## src/rtl/pipeline_sequencer_pkg.sv

```systemverilog
// Shared types for the pipeline sequencer: controller states, register index type,
// and the control-word patterns driven to the pipeline registers.
package pipeline_sequencer_pkg;

    localparam int REGBITS_W     = 5;
    localparam int DRAIN_DEFAULT = 2;

    typedef logic [REGBITS_W-1:0] regbits_t;

    typedef enum logic [2:0] {
        RUN,
        DWAIT,
        LDUSE,
        DRAIN,
        HALTED
    } seq_state_t;

    typedef struct packed {
        logic pc_en;
        logic ifid_en;
        logic ifid_flush;
        logic idex_en;
        logic idex_flush;
        logic exmem_en;
        logic exmem_flush;
        logic memwb_en;
    } seq_ctrl_t;

    // Field order: pc_en, ifid_en, ifid_flush, idex_en, idex_flush, exmem_en, exmem_flush, memwb_en
    localparam seq_ctrl_t CTRL_HOLD     = '{1'b0, 1'b0, 1'b0, 1'b0, 1'b0, 1'b0, 1'b0, 1'b0};
    localparam seq_ctrl_t CTRL_ADVANCE  = '{1'b1, 1'b1, 1'b0, 1'b1, 1'b0, 1'b1, 1'b0, 1'b1};
    localparam seq_ctrl_t CTRL_DRAIN    = '{1'b0, 1'b0, 1'b1, 1'b0, 1'b1, 1'b0, 1'b1, 1'b1};
    localparam seq_ctrl_t CTRL_REDIRECT = '{1'b1, 1'b0, 1'b1, 1'b0, 1'b1, 1'b0, 1'b1, 1'b1};
    localparam seq_ctrl_t CTRL_LDUSE    = '{1'b0, 1'b0, 1'b0, 1'b0, 1'b1, 1'b1, 1'b0, 1'b1};
    localparam seq_ctrl_t CTRL_IMISS    = '{1'b0, 1'b0, 1'b1, 1'b1, 1'b0, 1'b1, 1'b0, 1'b1};

endpackage

```

## src/rtl/pipeline_sequencer_lu_detect.sv

```systemverilog
// Load-use comparator: flags an ID-stage read of a register that the load in EX
// has not produced yet. Register 0 never creates a dependency.
module lu_detect #(
    parameter int REG_W = 5
) (
    input  logic [REG_W-1:0] id_rs,
    input  logic [REG_W-1:0] id_rt,
    input  logic             id_uses_rt,
    input  logic             ex_memread,
    input  logic [REG_W-1:0] ex_dest,
    output logic             lu
);

    assign lu = ex_memread && (ex_dest != '0) &&
                ((ex_dest == id_rs) || (id_uses_rt && (ex_dest == id_rt)));

endmodule

```

## src/rtl/pipeline_sequencer.sv

```systemverilog
// Stall/flush controller for the 5-stage pipeline: owns the PC and pipeline-register
// enables/flushes. Optional performance counters with PIPELINE_SEQUENCER_PERF_EN.
module pipeline_sequencer
    import pipeline_sequencer_pkg::*;
#(
    parameter int REG_W        = 5,
    parameter int DRAIN_CYCLES = DRAIN_DEFAULT
`ifdef PIPELINE_SEQUENCER_PERF_EN
    ,
    parameter int CNT_W        = 32
`endif
) (
    input  logic             CLK,
    input  logic             RST,
    input  logic             ihit,
    input  logic             dhit,
    input  logic             dmem_req,
    input  logic [REG_W-1:0] id_rs,
    input  logic [REG_W-1:0] id_rt,
    input  logic             id_uses_rt,
    input  logic             ex_memread,
    input  logic [REG_W-1:0] ex_dest,
    input  logic             redirect,
    input  logic             halt_mem,
    output logic             pc_en,
    output logic             ifid_en,
    output logic             ifid_flush,
    output logic             idex_en,
    output logic             idex_flush,
    output logic             exmem_en,
    output logic             exmem_flush,
    output logic             memwb_en,
`ifdef PIPELINE_SEQUENCER_PERF_EN
    output logic [CNT_W-1:0] stall_cycles,
    output logic [CNT_W-1:0] flush_events,
`endif
    output logic             halted
);

    localparam int DCNT_W = (DRAIN_CYCLES > 1) ? $clog2(DRAIN_CYCLES) : 1;
    localparam logic [DCNT_W-1:0] DRAIN_LOAD = DCNT_W'(DRAIN_CYCLES - 1);

    seq_state_t        state_q, state_d;
    logic [DCNT_W-1:0] dcnt_q, dcnt_d;
    seq_ctrl_t         ctrl;
    logic              lu;
    logic              mem_wait;
    logic              redirect_taken;

    lu_detect #(.REG_W(REG_W)) u_lu_detect (
        .id_rs      (id_rs),
        .id_rt      (id_rt),
        .id_uses_rt (id_uses_rt),
        .ex_memread (ex_memread),
        .ex_dest    (ex_dest),
        .lu         (lu)
    );

    assign mem_wait = dmem_req && !dhit;

    // NOTE: every signal written here gets a default first, so no path can infer a latch.
    always_comb begin
        ctrl           = CTRL_HOLD;
        state_d        = state_q;
        dcnt_d         = dcnt_q;
        redirect_taken = 1'b0;
        unique case (state_q)
            RUN, LDUSE, DWAIT: begin
                // DWAIT freezes everything; on dhit it falls through to the RUN rules.
                if (state_q == DWAIT && !dhit) begin
                    ctrl = CTRL_HOLD;
                end else if (halt_mem) begin
                    ctrl    = CTRL_DRAIN;
                    state_d = DRAIN;
                    dcnt_d  = DRAIN_LOAD;
                end else if (mem_wait) begin
                    state_d = DWAIT;
                end else if (redirect) begin
                    ctrl           = CTRL_REDIRECT;
                    state_d        = RUN;
                    redirect_taken = 1'b1;
                end else if (lu && state_q != LDUSE) begin
                    ctrl    = CTRL_LDUSE;
                    state_d = LDUSE;
                end else if (!ihit) begin
                    ctrl    = CTRL_IMISS;
                    state_d = RUN;
                end else begin
                    ctrl    = CTRL_ADVANCE;
                    state_d = RUN;
                end
            end
            DRAIN: begin
                ctrl = CTRL_DRAIN;
                if (dcnt_q == '0) begin
                    state_d = HALTED;
                end else begin
                    dcnt_d = dcnt_q - DCNT_W'(1);
                end
            end
            HALTED: begin
                ctrl = CTRL_HOLD;
            end
            default: begin
                state_d = RUN;
            end
        endcase
    end

    // NOTE: state registers use non-blocking assignments so all flops update together.
    always_ff @(posedge CLK or posedge RST) begin
        if (RST) begin
            state_q <= RUN;
            dcnt_q  <= '0;
        end else begin
            state_q <= state_d;
            dcnt_q  <= dcnt_d;
        end
    end

    // Reset forces every control low regardless of the decoded state.
    assign {pc_en, ifid_en, ifid_flush, idex_en, idex_flush,
            exmem_en, exmem_flush, memwb_en} = RST ? CTRL_HOLD : ctrl;
    assign halted = !RST && (state_q == HALTED);

`ifdef PIPELINE_SEQUENCER_PERF_EN
    logic [CNT_W-1:0] stall_q, flush_q;

    always_ff @(posedge CLK or posedge RST) begin
        if (RST) begin
            stall_q <= '0;
            flush_q <= '0;
        end else begin
            if (!ctrl.pc_en && state_q != HALTED && stall_q != '1) begin
                stall_q <= stall_q + CNT_W'(1);
            end
            if (redirect_taken && flush_q != '1) begin
                flush_q <= flush_q + CNT_W'(1);
            end
        end
    end

    assign stall_cycles = stall_q;
    assign flush_events = flush_q;
`endif

endmodule

```

## config.mk

```make
export PLATFORM = sky130hd
export DESIGN_NAME = pipeline_sequencer
export DESIGN_NICKNAME = d
export VERILOG_FILES = /design/src/rtl/pipeline_sequencer_pkg.sv /design/src/rtl/pipeline_sequencer_lu_detect.sv /design/src/rtl/pipeline_sequencer.sv
export SDC_FILE = /design/constraint.sdc
export NUM_CORES = 1
export LEC_CHECK = 0
export BUFFER_PORTS_ARGS = -buffer_cell sky130_fd_sc_hd__buf_2
export CORE_MARGIN = 8
export CORE_UTILIZATION = 30
export DETAILED_ROUTE_END_ITERATION = 10
export HOLD_SLACK_MARGIN = 0.03
export PLACE_DENSITY = 0.57
export SYNTH_ARGS = -nofsm -noshare
export SYNTH_HDL_FRONTEND = slang
export SYNTH_SLANG_ARGS = --single-unit
```

## constraint.sdc

```tcl
create_clock -name CLK -period 1.9 [get_ports CLK]
set_input_delay 0.38 -clock CLK [delete_from_list [all_inputs] [get_ports CLK]]
set_output_delay 0.38 -clock CLK [all_outputs]
set_load 0.03 [all_outputs]
```

Word level (Yosys, flattened, before mapping) --
Cells that the tools add are included.
Word-level totals: register bits 4, input port bits 24, output and inout bits 9
Operators by class: add/sub/neg operators 1, eq/ne operators 10, mux-type cells 19, bitwise logic cells 1, reductions and logical operators 16
Operators by type and width (number):
- $mux 8 | 7
- $pmux 8 s2 | 1
- $eq 5x5->1 | 2
- $pmux 3 s3 | 1
- $mux 2 | 4
- $logic_and 1x1->1 | 7
- $eq 3x2->1 const B | 2
- $mux 3 | 2
- $ne 2x2->1 const B | 3
- $reduce_and 3->1 | 2
- $reduce_bool 5->1 | 1
- $eq 3x1->1 const B | 1
- $eq 3x3->1 const B | 1
- $logic_not 3->1 | 1
- $mux 1 | 3
- $ne 3x2->1 const B | 1
- $reduce_or 3->1 | 1
- $logic_not 1->1 | 2
- $pmux 1 s2 | 1
- $reduce_bool 2->1 | 1
- $logic_or 1x1->1 | 1
- $not 1->1 | 1
- $sub 1x1->1 const B | 1

Logic depth before layout (Yosys ltp) --
Gate-level depths: netlist (run 1).
word-level depth 12, depth in mapped cells 6, gate-level depth less buffers 5

Cells and area by module --
A second synthesis (run 1) with hierarchy kept.
Second synthesis, totals: cells, all modules 65, area, all modules 536.8 um2
By module, submodules not included:
- pipeline_sequencer | instances 1, cells each 48, area each 404.1 um2
- lu_detect | instances 1, cells each 17, area each 132.6 um2

Worst setup path after synthesis (run 1) --
Ideal clock, no wire load.
path type in2out, from input ex_dest[1], to output ifid_flush, data arrival time 1751 ps, data required time 1520 ps, path slack -231 ps, cell stages on the path 3, path buffers 0, cells stage by stage or4_4 o221a_4 a31oi_1
On the way: cells in the longest elaborated chain, start to end 12
RTL lines:
- start, declared | RTL line pipeline_sequencer.sv:22 | input logic [REG_W-1:0] ex_dest,
- $eq 5x5->1 | RTL line pipeline_sequencer_lu_detect.sv:15 | ((ex_dest == id_rs) || (id_uses_rt && (ex_dest == id_rt)));
- $logic_and 1x1->1 | RTL line pipeline_sequencer_lu_detect.sv:15
- $logic_or 1x1->1 | RTL line pipeline_sequencer_lu_detect.sv:15
- $logic_and 1x1->1 * | RTL line pipeline_sequencer_lu_detect.sv:14 | assign lu = ex_memread && (ex_dest != '0) &&
- $logic_and 1x1->1 * | RTL line pipeline_sequencer.sv:82 | end else if (lu && state_q != LDUSE) begin
- $mux 8 * | RTL line pipeline_sequencer.sv:82
- $mux 8 * | RTL line pipeline_sequencer.sv:78 | end else if (redirect) begin
- $mux 8 * | RTL line pipeline_sequencer.sv:76 | end else if (mem_wait) begin
- $mux 8 * | RTL line pipeline_sequencer.sv:72 | end else if (halt_mem) begin
- $mux 8 * | RTL line pipeline_sequencer.sv:70 | if (state_q == DWAIT && !dhit) begin
- $pmux 8 s2 * | RTL line pipeline_sequencer.sv:67 | unique case (state_q)
- $mux 8 * | RTL line pipeline_sequencer.sv:123 | exmem_en, exmem_flush, memwb_en} = RST ? CTRL_HOLD : ctrl;
- end, declared | RTL line pipeline_sequencer.sv:27 | output logic ifid_flush,
Every way passes the cells marked *; elsewhere a longest branch is shown, timed or not.

Final worst setup path (run 1) --
from input ex_dest[1], to output ifid_en
On the way: cells in the longest elaborated chain, start to end 12
RTL lines:
- $eq 5x5->1 | RTL line pipeline_sequencer_lu_detect.sv:15
- $logic_and 1x1->1 | RTL line pipeline_sequencer_lu_detect.sv:15
- $logic_or 1x1->1 | RTL line pipeline_sequencer_lu_detect.sv:15
- $logic_and 1x1->1 * | RTL line pipeline_sequencer_lu_detect.sv:14
- $logic_and 1x1->1 * | RTL line pipeline_sequencer.sv:82
- $mux 8 * | RTL line pipeline_sequencer.sv:82
- $mux 8 * | RTL line pipeline_sequencer.sv:78
- $mux 8 * | RTL line pipeline_sequencer.sv:76
- $mux 8 * | RTL line pipeline_sequencer.sv:72
- $mux 8 * | RTL line pipeline_sequencer.sv:70
- $pmux 8 s2 * | RTL line pipeline_sequencer.sv:67
- $mux 8 * | RTL line pipeline_sequencer.sv:123
- end, declared | RTL line pipeline_sequencer.sv:26 | output logic ifid_en,
Marked as above.

==> reports/metrics.cfg, run 1 <==
[route]
vias = 671
detail_route.wl_per_cell_um = 14.1
ant_nets = 0
dr.first_iter.drc_count = 5
first_pass_iters = 4
post-route-drc-count = 0
via_per_inst = 5.05
wirelength_um = 1880

[pwr]
power.leakage_nw = 0.450
ir_drop_v = 0.000431
power_density_nw_per_um2 = 1120
power_w = 0.00113

[logic_synthesis]
synthAdderAreaFrac_pct = 0
yosys.area_share.simple_pct = 25.4
ys_seq_area_share_pct = 19.1
synth.distinct_cells = 30
syn_inst = 67
synth_top_family_by_area = compound AO/OA/AOI/OAI gates
synthMuxAreaShare_pct = 0
synth_async_sr_flop_share_pct = 100
synth_xor_area_share_pct = 16.7
synth-seq-cells = 4
synth_edf_count = 0
syn-num-nets = 91
avgSynthCellArea_sq_um = 7.81
syn_area_sq_um = 523
synth_compound_area_share_pct = 30.9
ys.flop_type = dfrtp_1
synth_warnings = 0

[sta]
tightestPinTransition_ps = 264
timing.slew.headroom_pct = 82.4
rsz0062_at_grt = true
finClkSkew_ps = 1.06
timing.final.crit_share_pct = 107
drv_slew = 0
fmax_ghz = 0.491
setup_violations = 6
period_needed_ps = 2040
worst_slack_ps = -136
hold_violations = 0

[layout]
n_antenna_cell = 0
layout.cells.non_filler = 133
final_common_cell = buf_2
final_cell_mix = buf_2 (23), buf_4 (14), buf_6 (11)
drive_gt1_share_pct = 61.2
final_nets = 142
area_growth_pct = 91.9

[setup_path]
r2r_start = state_q[2]
rr_endpoint = state_q[1]
crit_path_start = ex_dest[1]
crit_path_max_fanout = 6
critical_path_class = input port to primary output
worstPathRequired_ps = 1520
crit_path_start_kind = input port
worstRegToRegCells = 4
cp_slowest_cell = or4_4
arrival_ps = 1660
rrSetupSlack_ps = 520
critPathMaxStageDelay_ps = 520
crit_path_end_kind = primary output
crit_chain = buf_6, or4_4, o221a_4, a211oi_4, buf_6
path_common_cell = buf_6

[clocking]
clkSlewWorstSetupHoldPaths_ps = 40
tritoncts = built
cts.sinks = 4
clockBufferDepth = 2
clock_latency_ps = 230
cts_root_buf = clkbuf_4
h-tree-depth = 1
cts_inserted_buffers = 3

[global_route]
grtUsageMet3_pct = 1.55
grt_pass1_vias = 751
antenna_found_initial = 0
grt.busiest_layer = met2
track_usage_pct = 11.1
grt_overflow = 0
grt.met1_usage_pct = 12.3
grt_max_degree = 10
grt_pass1_wl_um = 3040
use_met2_pct = 20.4

[placement]
dp_hpwl_um = 1450
place_ws_ps = -177
place_congestion = 0.842
placed_cells = 129
numPortBuffers = 32

[outcome]
outcome = complete, but fails checks
failed_checks = setup timing

[floorplanning]
die_area_sq_um = 3340
die_h_um = 57.8
die_x_um = 57.8
core_area_sq_um = 1690
placementRows = 15
pin_count = 33
start_util_pct = 31.0

[flow_run]
maxCapViolCount = 0

[hold_path]
hold_class = input port to async pin

cells by family (layout without fill, tap and decap cells):
| kind of cell | after synthesis | count (layout) |
|---|---|---|
| AO/OA/AOI/OAI | 21 | 21 |
| XOR/XNOR | 10 | 10 |
| buffers and inverters | 9 | 58 |
| flip-flops | 4 | 4 |
| AND/OR/NAND/NOR | 23 | 23 |
how the worst max path moves through the flow:
stage | to | slack [ps] | cells past startpoint
floorplan | idex_en | -160 | 3
global placement | ifid_en | -170 | 5
detailed placement | ifid_en | -180 | 5
CTS | ifid_en | -120 | 5
global route | idex_flush | -150 | 6
finish | ifid_en | -140 | 5
through the flow:
stage          TNS (ps)  cell area (sq um)  hold slack, ps  util (%)
2_1_floorplan      -263                543             154         -
3_3_place_gp       -724                822             413      48.7
3_5_place_dp       -751                822             415      48.7
4_1_cts            -517                953             201      56.4
5_1_grt            -832               1000             259      59.4
6_report           -542               1000             240      59.4
sequential cells by signal, indices dropped and copies added (netlist names):
| name | count |
|---|---|
| state_q | 3 |
| dcnt_q | 1 |
per-layer routing:
metal / part of all wire, % / up-vias
met4: 0.48 / 0
met5: 0 / -
li1: - / 346
met2: 53 / 22
met1: 43 / 301
met3: 3.8 / 2
cell type report:
class                      count  area (sq um)
sequential                     4           103
timing repair buffer          48           344
fill                         151           686
tap                           17          21.3
multi-input combinational     54           487
inverter                       7          26.3
clock buffer                   3          22.5
synthesized netlist by cell type (all sizes together), types with 2 or more instances:
cell,count,area [sq um]
nor2b,2,12.5
nand4,2,12.5
o21ai,3,15.0
nor3,2,10.0
nor3b,2,15.0
nor2,5,18.8
dfrtp,4,100
nand2,3,11.3
xnor2,10,87.6
buf,2,15.0
a31oi,2,12.5
inv,7,26.3
a21oi,6,30.0
nand2b,2,15.0
critical path: cells and delay by family:
| family | cells | cell delay [ps] |
|---|---|---|
| AND/OR/NAND/NOR | 1 | 520 |
| AO/OA/AOI/OAI | 2 | 490 |
| buffers and inverters | 2 | 250 |
repair_timing:
action / in CTS / in global routing
endpoints found under the setup margin: 7 / 9
pin swaps: 4 / 6
hold buffers: 0 / 0
gates resized for setup: 27 / 11
endpoints found under the hold margin: 0 / 0
setup buffers: 1 / 0
where the power goes:
part | total, W | switching, W | internal, W | leakage (nW)
sequential | 0.000203 | 0.0000706 | 0.000132 | 0.0458
combinational | 0.000821 | 0.000410 | 0.000411 | 0.391
clock | 0.000105 | 0.0000343 | 0.0000706 | 0.0138
Note: power is estimated with default switching activity, not from simulation.
==> inputs of run 2 (changes only) <==
CORE_MARGIN = default   (was 8)
==> run 2 against run 1 <==
The run ends with DRC, setup timing left; via count is 0.30% higher; final cell count fell by 1.5%; clock-buffer cell count did not move; global-route usage increased by 5.7 points; maximum frequency rose by 0.93%; register-to-register slack gained 70 ps; utilization rose by 1.3 points; sequential power hardly changed; critical path type unchanged; largest power group unchanged; highest routed layer is now met3.
==> reports/metrics.cfg, run 2 (same netlist as run 1, synthesis figures left out) <==
[setup_path]
cp_slowest_cell = or4_4  ; unchanged
critical_path_class = input port to primary output  ; unchanged
crit_chain = buf_6, or4_4, o221a_4, a211oi_4, buf_6  ; unchanged
crit_path_max_fanout = 6  ; unchanged
r2r_start = state_q[2]  ; unchanged
worstRegToRegCells = 4  ; unchanged
arrival_ps = 1640  ; was 1660 ps
crit_path_start_kind = input port  ; unchanged
crit_path_end = ifid_en  ; unchanged
rrSetupSlack_ps = 590  ; was 520 ps
critPathMaxStageDelay_ps = 520  ; about the same
crit_path_start = ex_dest[1]  ; unchanged
rr_endpoint = state_q[1]  ; unchanged
crit_path_end_kind = primary output  ; unchanged
worstPathRequired_ps = 1520  ; about the same
path_common_cell = buf_6  ; unchanged

[pwr]
p_int_w = 0.000564  ; was 0.000613 W
power.leakage_nw = 0.437  ; was 0.450 nW
ir_drop_v = 0.000441  ; was 0.000431 V
p_sw_w = 0.000466  ; was 0.000515 W
p_comb_share_pct = 70.1  ; was 72.7%
swShare_pct = 45.2  ; was 45.6%
seq_power_share_pct = 19.7  ; was 18.0%
power_density_nw_per_um2 = 1090  ; was 1120 nW/um^2
p_clk_share_pct = 10.2  ; was 9.3%

[sta]
rsz0062_at_grt = true  ; unchanged
period_needed_ps = 2020  ; was 2040 ps
tightestPinTransition_ps = 288  ; was 264 ps
finClkSkew_ps = 0.163  ; was 1.06 ps
setup_violations = 5  ; was 6
timing.final.crit_share_pct = 106  ; was 107%
fmax_ghz = 0.496  ; was 0.491 GHz
worst_slack_ps = -117  ; was -136 ps
drv_slew = 0  ; unchanged
hold_violations = 0  ; unchanged
timing.slew.headroom_pct = 80.8  ; was 82.4%

[clocking]
clockBufferDepth = 2  ; unchanged
clock_latency_ps = 230  ; about the same
cts_root_buf = clkbuf_4  ; unchanged
postCtsHoldBufs = 0  ; unchanged
cts.sinks = 4  ; unchanged
cts_inserted_buffers = 3  ; unchanged
clkSlewWorstSetupHoldPaths_ps = 40  ; about the same
h-tree-depth = 1  ; unchanged
tritoncts = built  ; unchanged

[layout]
final_cell_mix = buf_2 (22), buf_4 (18), xnor2_1 (10)  ; was buf_2 (23), buf_4 (14), buf_6 (11)
largest_reg_flops = 3  ; unchanged
fin_util_pct = 60.7  ; was 59.4%
stdcell_area_sq_um = 946  ; was 1000 sq um
reg_top3 = state_q x3, dcnt_q x1  ; unchanged
fillerInstances = 142  ; was 151
final_nets = 141  ; was 142
n_antenna_cell = 0  ; unchanged
drive_gt1_share_pct = 58.3  ; was 61.2%
regMostFlops = state_q  ; unchanged
area_growth_pct = 80.9  ; was 91.9%
final_common_cell = buf_2  ; unchanged

[placement]
place_congestion = 0.826  ; was 0.842
place_area_sq_um = 813  ; was 822 sq um
dp_hpwl_um = 1260  ; was 1450 um
numPortBuffers = 32  ; unchanged
place_ws_ps = -178  ; was -177 ps

[outcome]
failed_checks = DRC, setup timing  ; was setup timing
outcome = complete, but fails checks  ; unchanged

[floorplanning]
die_x_um = 43.8  ; was 57.8 um
pin_count = 33  ; unchanged
die_h_um = 43.8  ; was 57.8 um
start_util_pct = 33.5  ; was 31.0%
core_area_sq_um = 1560  ; was 1690 sq um
die_area_sq_um = 1910  ; was 3340 sq um
placementRows = 14  ; was 15

[route]
vias = 673  ; was 671
post-route-drc-count = 2  ; was 0
via_per_inst = 5.14  ; was 5.05
dr.first_iter.drc_count = 4  ; was 5
wirelength_um = 1530  ; was 1880 um
first_pass_iters = 6  ; was 4
detail_route.wl_per_cell_um = 11.7  ; was 14.1 um
ant_nets = 0  ; unchanged

[global_route]
antenna_found_initial = 0  ; unchanged
grt_max_degree = 7  ; was 10
grt_pass1_vias = 630  ; was 751
grt_overflow = 0  ; unchanged
track_usage_pct = 16.8  ; was 11.1%
grt_pass1_wl_um = 2430  ; was 3040 um

[flow_run]
maxCapViolCount = 0  ; unchanged

[hold_path]
hold_class = input port to async pin  ; unchanged

## run 2: cell types whose count changed in the layout (fill, tap and decap cells not counted), sizes merged
cell and delta:
buf -2, clkbuf +1
## run 2: critical path: cells and delay by family
family                 cells  cell delay [ps]
AND/OR/NAND/NOR            1              520
AO/OA/AOI/OAI              2              480
buffers and inverters      2              250
## run 2: power groups by stage
stage / combinational (W) / clock [W] / sequential [W]
global route: 0.000782 / 0.000118 / 0.000212
global placement: 0.000586 / 0 / 0.000179
finish: 0.000721 / 0.000105 / 0.000203
detailed placement: 0.000596 / 0 / 0.000177
floorplan: 0.000406 / 0 / 0.000154
CTS: 0.000648 / 0.000112 / 0.000182
## run 2: worst min-delay path by stage
stage	from	depth (start not counted)	slack [ps]	end
after floorplan	RST	1	150	dcnt_q
after global placement	RST	3	420	state_q[0]
after detailed placement	RST	3	410	state_q[0]
after CTS	RST	3	170	state_q[0]
after global routing	RST	3	220	state_q[0]
final	RST	3	210	state_q[0]
## run 2: metal layers
layer / up-vias / wire, um / global-route usage [%]
li1: 345 / - / -
met5: - / 0 / 0
met2: 21 / 859 / 30.7
met1: 307 / 612 / 19.7
met4: 0 / 0 / 9.38
met3: 0 / 58 / 0
## run 2: metrics by stage
step | cells | total power (W) | hold slack (ps) | TNS [ps]
2_1_floorplan | 67 | 0.000560 | 154 | -263
3_3_place_gp | 127 | 0.000765 | 419 | -713
3_5_place_dp | 127 | 0.000772 | 413 | -739
4_1_cts | 130 | 0.000942 | 171 | -505
5_1_grt | 131 | 0.00111 | 218 | -692
6_report | 131 | 0.00103 | 211 | -491
## run 2: timing repair
item	CTS	global route
endpoints found under the setup margin	6	9
setup buffers	0	1
gates resized for setup	15	15
pin swaps	0	3
endpoints found under the hold margin	0	0
## run 2: layout make-up
| cell class | instances | area (sq um) | area share, % |
|---|---|---|---|
| Multi-Input combinational cell | 54 | 454 | 48.0 |
| Sequential cell | 4 | 103 | 10.8 |
| Timing Repair Buffer | 47 | 320 | 33.9 |
| Tap cell | 16 | 20.0 | 2.12 |
| Inverter | 7 | 26.3 | 2.78 |
| Clock buffer | 3 | 22.5 | 2.38 |
